===== config.mk =====
export PLATFORM = sky130hd
export DESIGN_NAME = sprite_fetch_scheduler_flat
export DESIGN_NICKNAME = d
export VERILOG_FILES = /design/src/rtl/sprite_fetch_scheduler_if.sv /design/src/rtl/sprite_fetch_scheduler.sv /design/src/flat_wrapper.sv
export SDC_FILE = /design/constraint.sdc
export NUM_CORES = 1
export LEC_CHECK = 0
export ABC_AREA = 1
export BUFFER_PORTS_ARGS = -buffer_cell sky130_fd_sc_hd__buf_2
export CORE_AREA = 3 3 122 124
export CTS_CLUSTER_SIZE = 40
export DETAILED_ROUTE_END_ITERATION = 10
export DIE_AREA = 0 0 125 127
export PLACE_DENSITY = 0.51
export SETUP_SLACK_MARGIN = 0.3
export SLEW_MARGIN = 0
export SYNTH_ARGS = -nofsm -noshare
export SYNTH_HDL_FRONTEND = slang
export SYNTH_SLANG_ARGS = --single-unit

===== constraint.sdc =====
create_clock -name clk_clk -period 5.62 [get_ports clk_clk]
set_clock_uncertainty 0.1 [all_clocks]
set_input_delay 1.124 -clock clk_clk [delete_from_list [all_inputs] [get_ports clk_clk]]
set_output_delay 1.124 -clock clk_clk [all_outputs]
set_load 0.01 [all_outputs]

===== src/rtl/sprite_fetch_scheduler_if.sv =====
// Slot attribute mux port plus sprite-ROM row fetch port.
// Latency: slot_* returns combinationally in the same cycle as slot_idx.
// Backpressure: fetch_req holds with stable fields until fetch_ack.
interface sprite_fetch_scheduler_if;
  logic [3:0] slot_idx;
  logic       slot_en;
  logic [9:0] slot_x;
  logic [9:0] slot_y;
  logic [3:0] slot_gfx;
  logic       fetch_req;
  logic [3:0] fetch_gfx;
  logic [4:0] fetch_row;
  logic [9:0] fetch_x;
  logic       fetch_ack;

  // scheduler side
  modport master (
    output slot_idx, fetch_req, fetch_gfx, fetch_row, fetch_x,
    input  slot_en, slot_x, slot_y, slot_gfx, fetch_ack
  );

  // attribute mux / ROM side
  modport slave (
    input  slot_idx, fetch_req, fetch_gfx, fetch_row, fetch_x,
    output slot_en, slot_x, slot_y, slot_gfx, fetch_ack
  );
endinterface


===== src/rtl/sprite_fetch_scheduler.sv =====
// Per-scanline sprite selection: scans all slots, queues hits, issues one ROM row fetch per hit.
// Latency: one slot per cycle after line_start; first fetch_req NUM_SLOTS+1 cycles after line_start.
// Backpressure: fetch_req held with stable head entry until fetch_ack; line_start aborts everything.
module sprite_fetch_scheduler #(
  parameter int NUM_SLOTS    = 16,
  parameter int MAX_PER_LINE = 4,
  parameter int SPR_H        = 32
) (
  input  logic                     clk_clk,
  input  logic                     reset_reset_n,
  input  logic                     line_start,
  input  logic [9:0]               next_line,
  sprite_fetch_scheduler_if.master bus,
  output logic                     busy,
  output logic                     line_done,
  output logic [2:0]               hit_count,
  output logic                     overflow
);

  localparam int         QW        = $clog2(MAX_PER_LINE);
  localparam logic [3:0] LAST_SLOT = 4'(NUM_SLOTS - 1);
  localparam logic [2:0] Q_DEPTH   = 3'(MAX_PER_LINE);

  typedef enum logic [1:0] {IDLE, SCAN, FETCH, DONE} state_t;

  state_t      state, state_nxt;
  logic [9:0]  line_q;
  logic [3:0]  scan_idx;
  logic [2:0]  rd_ptr;

  logic [3:0]  q_gfx [MAX_PER_LINE];
  logic [4:0]  q_row [MAX_PER_LINE];
  logic [9:0]  q_x   [MAX_PER_LINE];

  logic [10:0] row_diff;
  logic        slot_hit;
  logic        q_full;
  logic        push;
  logic        pop;
  logic        last_slot;
  logic        last_entry;

  // Hit test and queue handshake decode; 11-bit compare so a sprite below the line never wraps into a hit.
  always_comb begin
    row_diff   = {1'b0, line_q} - {1'b0, bus.slot_y};
    slot_hit   = bus.slot_en && (line_q >= bus.slot_y) && (row_diff < 11'(SPR_H));
    q_full     = (hit_count == Q_DEPTH);
    last_slot  = (scan_idx == LAST_SLOT);
    push       = (state == SCAN) && !line_start && slot_hit && !q_full;
    pop        = (state == FETCH) && !line_start && bus.fetch_ack;
    last_entry = (rd_ptr == (hit_count - 3'd1));
  end

  // State register.
  always_ff @(posedge clk_clk or negedge reset_reset_n) begin
    if (!reset_reset_n) state <= IDLE;
    else                state <= state_nxt;
  end

  // Next-state and outputs; line_start from any state restarts the scan.
  always_comb begin
    state_nxt     = state;
    busy          = 1'b0;
    line_done     = 1'b0;
    bus.slot_idx  = scan_idx;
    bus.fetch_req = 1'b0;
    bus.fetch_gfx = '0;
    bus.fetch_row = '0;
    bus.fetch_x   = '0;
    case (state)
      IDLE: ;
      SCAN: begin
        busy = 1'b1;
        if (last_slot) state_nxt = ((hit_count != 3'd0) || push) ? FETCH : DONE;
      end
      FETCH: begin
        busy          = 1'b1;
        bus.fetch_req = 1'b1;
        bus.fetch_gfx = q_gfx[rd_ptr[QW-1:0]];
        bus.fetch_row = q_row[rd_ptr[QW-1:0]];
        bus.fetch_x   = q_x[rd_ptr[QW-1:0]];
        if (pop && last_entry) state_nxt = DONE;
      end
      DONE: begin
        line_done = 1'b1;
        state_nxt = IDLE;
      end
      default: state_nxt = IDLE;
    endcase
    if (line_start) state_nxt = SCAN;
  end

  // Line latch, scan counter, hit accounting and fetch head pointer.
  always_ff @(posedge clk_clk or negedge reset_reset_n) begin
    if (!reset_reset_n) begin
      line_q    <= '0;
      scan_idx  <= '0;
      hit_count <= '0;
      overflow  <= 1'b0;
      rd_ptr    <= '0;
    end else if (line_start) begin
      line_q    <= next_line;
      scan_idx  <= '0;
      hit_count <= '0;
      overflow  <= 1'b0;
      rd_ptr    <= '0;
    end else begin
      if (state == SCAN) begin
        scan_idx <= last_slot ? 4'd0 : scan_idx + 4'd1;
        if (slot_hit) begin
          if (q_full) overflow  <= 1'b1;
          else        hit_count <= hit_count + 3'd1;
        end
      end
      if (pop) rd_ptr <= rd_ptr + 3'd1;
    end
  end

  // Hit queue storage; validity is tracked by hit_count/rd_ptr so the contents need no reset.
  always_ff @(posedge clk_clk) begin
    if (push) begin
      q_gfx[hit_count[QW-1:0]] <= bus.slot_gfx;
      q_row[hit_count[QW-1:0]] <= row_diff[4:0];
      q_x[hit_count[QW-1:0]]   <= bus.slot_x;
    end
  end

endmodule


===== src/flat_wrapper.sv =====
// flat-port wrapper written by rule: the top's interface ports become plain ports
module sprite_fetch_scheduler_flat 
#(
  parameter int NUM_SLOTS    = 16,
  parameter int MAX_PER_LINE = 4,
  parameter int SPR_H        = 32
)
  (clk_clk, reset_reset_n, line_start, next_line, busy, line_done, hit_count, overflow, bus_slot_idx, bus_fetch_req, bus_fetch_gfx, bus_fetch_row, bus_fetch_x, bus_slot_en, bus_slot_x, bus_slot_y, bus_slot_gfx, bus_fetch_ack);
  sprite_fetch_scheduler_if bus_i ();
  input  logic clk_clk;
  input  logic reset_reset_n;
  input  logic line_start;
  input  logic [9:0] next_line;
  output logic busy;
  output logic line_done;
  output logic [2:0] hit_count;
  output logic overflow;
  output wire logic [$bits(bus_i.slot_idx)-1:0] bus_slot_idx;
  output wire logic [$bits(bus_i.fetch_req)-1:0] bus_fetch_req;
  output wire logic [$bits(bus_i.fetch_gfx)-1:0] bus_fetch_gfx;
  output wire logic [$bits(bus_i.fetch_row)-1:0] bus_fetch_row;
  output wire logic [$bits(bus_i.fetch_x)-1:0] bus_fetch_x;
  input wire logic [$bits(bus_i.slot_en)-1:0] bus_slot_en;
  input wire logic [$bits(bus_i.slot_x)-1:0] bus_slot_x;
  input wire logic [$bits(bus_i.slot_y)-1:0] bus_slot_y;
  input wire logic [$bits(bus_i.slot_gfx)-1:0] bus_slot_gfx;
  input wire logic [$bits(bus_i.fetch_ack)-1:0] bus_fetch_ack;
  assign bus_slot_idx = bus_i.slot_idx;
  assign bus_fetch_req = bus_i.fetch_req;
  assign bus_fetch_gfx = bus_i.fetch_gfx;
  assign bus_fetch_row = bus_i.fetch_row;
  assign bus_fetch_x = bus_i.fetch_x;
  assign bus_i.slot_en = bus_slot_en;
  assign bus_i.slot_x = bus_slot_x;
  assign bus_i.slot_y = bus_slot_y;
  assign bus_i.slot_gfx = bus_slot_gfx;
  assign bus_i.fetch_ack = bus_fetch_ack;
  sprite_fetch_scheduler #(.NUM_SLOTS(NUM_SLOTS), .MAX_PER_LINE(MAX_PER_LINE), .SPR_H(SPR_H)) u_core (.clk_clk(clk_clk), .reset_reset_n(reset_reset_n), .line_start(line_start), .next_line(next_line), .bus(bus_i), .busy(busy), .line_done(line_done), .hit_count(hit_count), .overflow(overflow));
endmodule

==> run metrics <==
outcome=finished clean; first-pass GRT wire length=17660 microns; crit path max fanout=22; GRT overflow=0; adder-cell share of the synthesized area=5.568%; via/cell ratio=4.736; mux cell area share after synthesis=0%; all-layer global routing usage=13.87%; row count=43; CTS Hold Bufs=0; Syn. warnings=0; Worst Setup Path Type=reg -> out; multi-input logic area=1723 sq um; TritonCTS buffer count=9; Cells after Synth=497; share of layout cells above drive strength 1=20.18%; fin crit share=67.62%; post-synthesis simple-gate area fraction=19.59%; htree depth=3; Worst IR Drop VDD=0.1920 mV; num ports=69; worst-skew pair later-pin latency=0.34 ns; 1st-iter DRT viols=213; Residual DRC=0; Compound-Gate Fraction of Synth Area=8.507%; post-route ant nets=0; Post-Syn Nets=557; Worst setup EP type=output pin; Core Box Area=13880 sq um; slew margin rel.=34.22%; Pwr Density=308.3 nW/um^2; Pleak=0.002463 uW; # port buffers=68; RSZ-0062 raised after global routing=no; Max-Cap Viols=0; min Tclk post-route=3.800 ns; RePlAce Congestion=0.8090; Worst-Margin Slew=0.9856 ns; setup bufs post-CTS=0; post-synthesis sequential area ratio=58.88%; Sink Count=99; Initial Utilization=34.96%; Root Buffer=clkbuf_16; chip height=127 microns; largest net degree at the start of global routing=43; Final Hold Viols=0; placed inst area=5379 sq um; Final HPWL DP=7457 microns; register area=2858 sq um; combinational family with the most area after synthesis=simple AND/OR/NAND/NOR gates; EDFF count, synth=76; Nets=621; final setup vio count=0; Power, Total=1747 uW; Worst-path clk slew=0.07 ns; Startpoint Class=flip-flop; TNS Setup=0 ns; Post-Syn Area=4853 sq um; CP Data Required Time=4.40 ns; Die Footprint=15880 sq um; ys flop type=edfxtp_1; wire per inst=14.45 microns; Seq cells post-synth=99; DRT Pass-1 Iters=4; Ant. Diodes=0; Avg Inst Size Synth=9.765 sq um; CTS tree=done; via count=3528; Slew Limit Fails=0; Yosys cell types=34; Max Clk Rate=263.1 MHz; Synth-to-Final Area Change=16.78%; clk buf depth=2; initial antenna violation count=0; Hold WC Path Type=reg -> reg; final core utilization=40.83%; fillers=1382; total wire length=10760 microns; Final Instance Area=5668 sq um; cts repair resizes=0; Async SR Flop Fraction=23.23%; Post-Synth XOR/XNOR Area=1.624%; Die Wd=125 microns; Data arrival, critical path=2.58 ns; vias in the first global route=3549
==> critical path, stage by stage (launching register included) <==
cell and delay [ns]:
dfrtp_1 0.90, inv_1 0.60, nor2_1 0.21, o21ai_0 0.10, a21oi_1 0.24, buf_2 0.19
==> kinds of logic after synthesis <==
group                    after synthesis
AO/OA/AOI/OAI                         79
AND/OR/NAND/NOR                      215
XOR/XNOR                               9
buffers and inverters                 74
flip-flops                            99
adder cells (fa/ha/maj)               21
==> path summary, 6_finish.rpt <==
path | startpoint | to | slack (ns) | cells past startpoint
max | u_core.rd_ptr[1] | bus_fetch_row[3] | 1.82 | 5
min | u_core.line_q[7] | u_core.line_q[7] | 0.38 | 2
max reg2reg | u_core.line_q[0] | u_core.q_row[0][4] | 2.40 | 14
min reg2reg | u_core.line_q[7] | u_core.line_q[7] | 0.38 | 2
max in group asynchronous | reset_reset_n | u_core.line_q[1] | 4.39 | 1
min in group asynchronous | reset_reset_n | u_core.bus.slot_idx[0] | 0.66 | 1
==> metal layers <==
layer / track usage, % / vias to the layer above / wire, microns / share of wire [%]
li1: - / 1770 / - / -
met1: 18.31 / 1654 / 5017 / 47
met2: 22.14 / 91 / 4954 / 46
met3: 4.348 / 13 / 620 / 5.8
met4: 4.018 / 0 / 171 / 1.6
met5: 0 / - / 0 / 0
==> synthesized netlist by cell type, types with 3 or more instances <==
cell type / number / area, sq um
a21oi_1: 26 / 130.1
buf_1: 4 / 15.01
clkbuf_1: 12 / 45.04
dfrtp_1: 23 / 575.6
edfxtp_1: 76 / 2282
ha_1: 20 / 250.2
inv_1: 51 / 191.4
inv_2: 4 / 15.01
nand2_1: 79 / 296.5
nand2_2: 8 / 50.05
nand3_1: 16 / 80.08
nand3_2: 3 / 30.03
nand4_1: 4 / 25.02
nor2_1: 93 / 349.1
o21ai_0: 45 / 225.2
xnor2_1: 5 / 43.79
xor2_1: 4 / 35.03
==> report_power, final <==
| part | leakage [uW] | switching (uW) | internal (uW) |
|---|---|---|---|
| Sequential | 0.000979 | 17.9 | 818 |
| Clock | 0.000140 | 260 | 343 |
| Combinational | 0.00134 | 203 | 105 |
| Total | 0.00246 | 481 | 1270 |
==> state kept, by name, indices dropped and copies added, names as in the netlist <==
| register | cells |
|---|---|
| u_core.q_gfx | 16 |
| u_core.q_x | 40 |
| u_core.state | 2 |
| u_core.q_row | 20 |
| u_core.bus.slot_idx | 4 |
| u_core.rd_ptr | 3 |
| u_core.line_q | 10 |
| u_core.hit_count | 3 |
| u_core.overflow | 1 |
==> cell usage in the layout, fill, tap and decap left out, types with 5 or more instances in the layout <==
cell	n
nand2_2	8
ha_1	20
nand3_1	16
nor2_1	89
xnor2_1	5
o21ai_0	45
nand2_1	79
clkbuf_16	9
edfxtp_1	76
a21oi_1	26
buf_2	68
dfrtp_1	23
inv_1	51
==> area by class of cell <==
class / count / area share, %
Tap cell: 180 / 3.974
Clock inverter: 6 / 1.126
Timing Repair Buffer: 71 / 6.402
Sequential cell: 99 / 50.42
Inverter: 56 / 3.709
Clock buffer: 9 / 3.974
Multi-Input combinational cell: 324 / 30.40
==> per-stage QoR <==
step / setup WS, ns / cells / hold slack (ns)
2_1_floorplan: 1.757 / 497 / 0.3459
3_3_place_gp: 1.513 / 730 / 0.3598
3_5_place_dp: 1.483 / 730 / 0.3722
4_1_cts: 1.736 / 745 / 0.3879
5_1_grt: 1.454 / 745 / 0.3985
6_report: 1.820 / 745 / 0.3837
(Power assumes the default switching activity.)
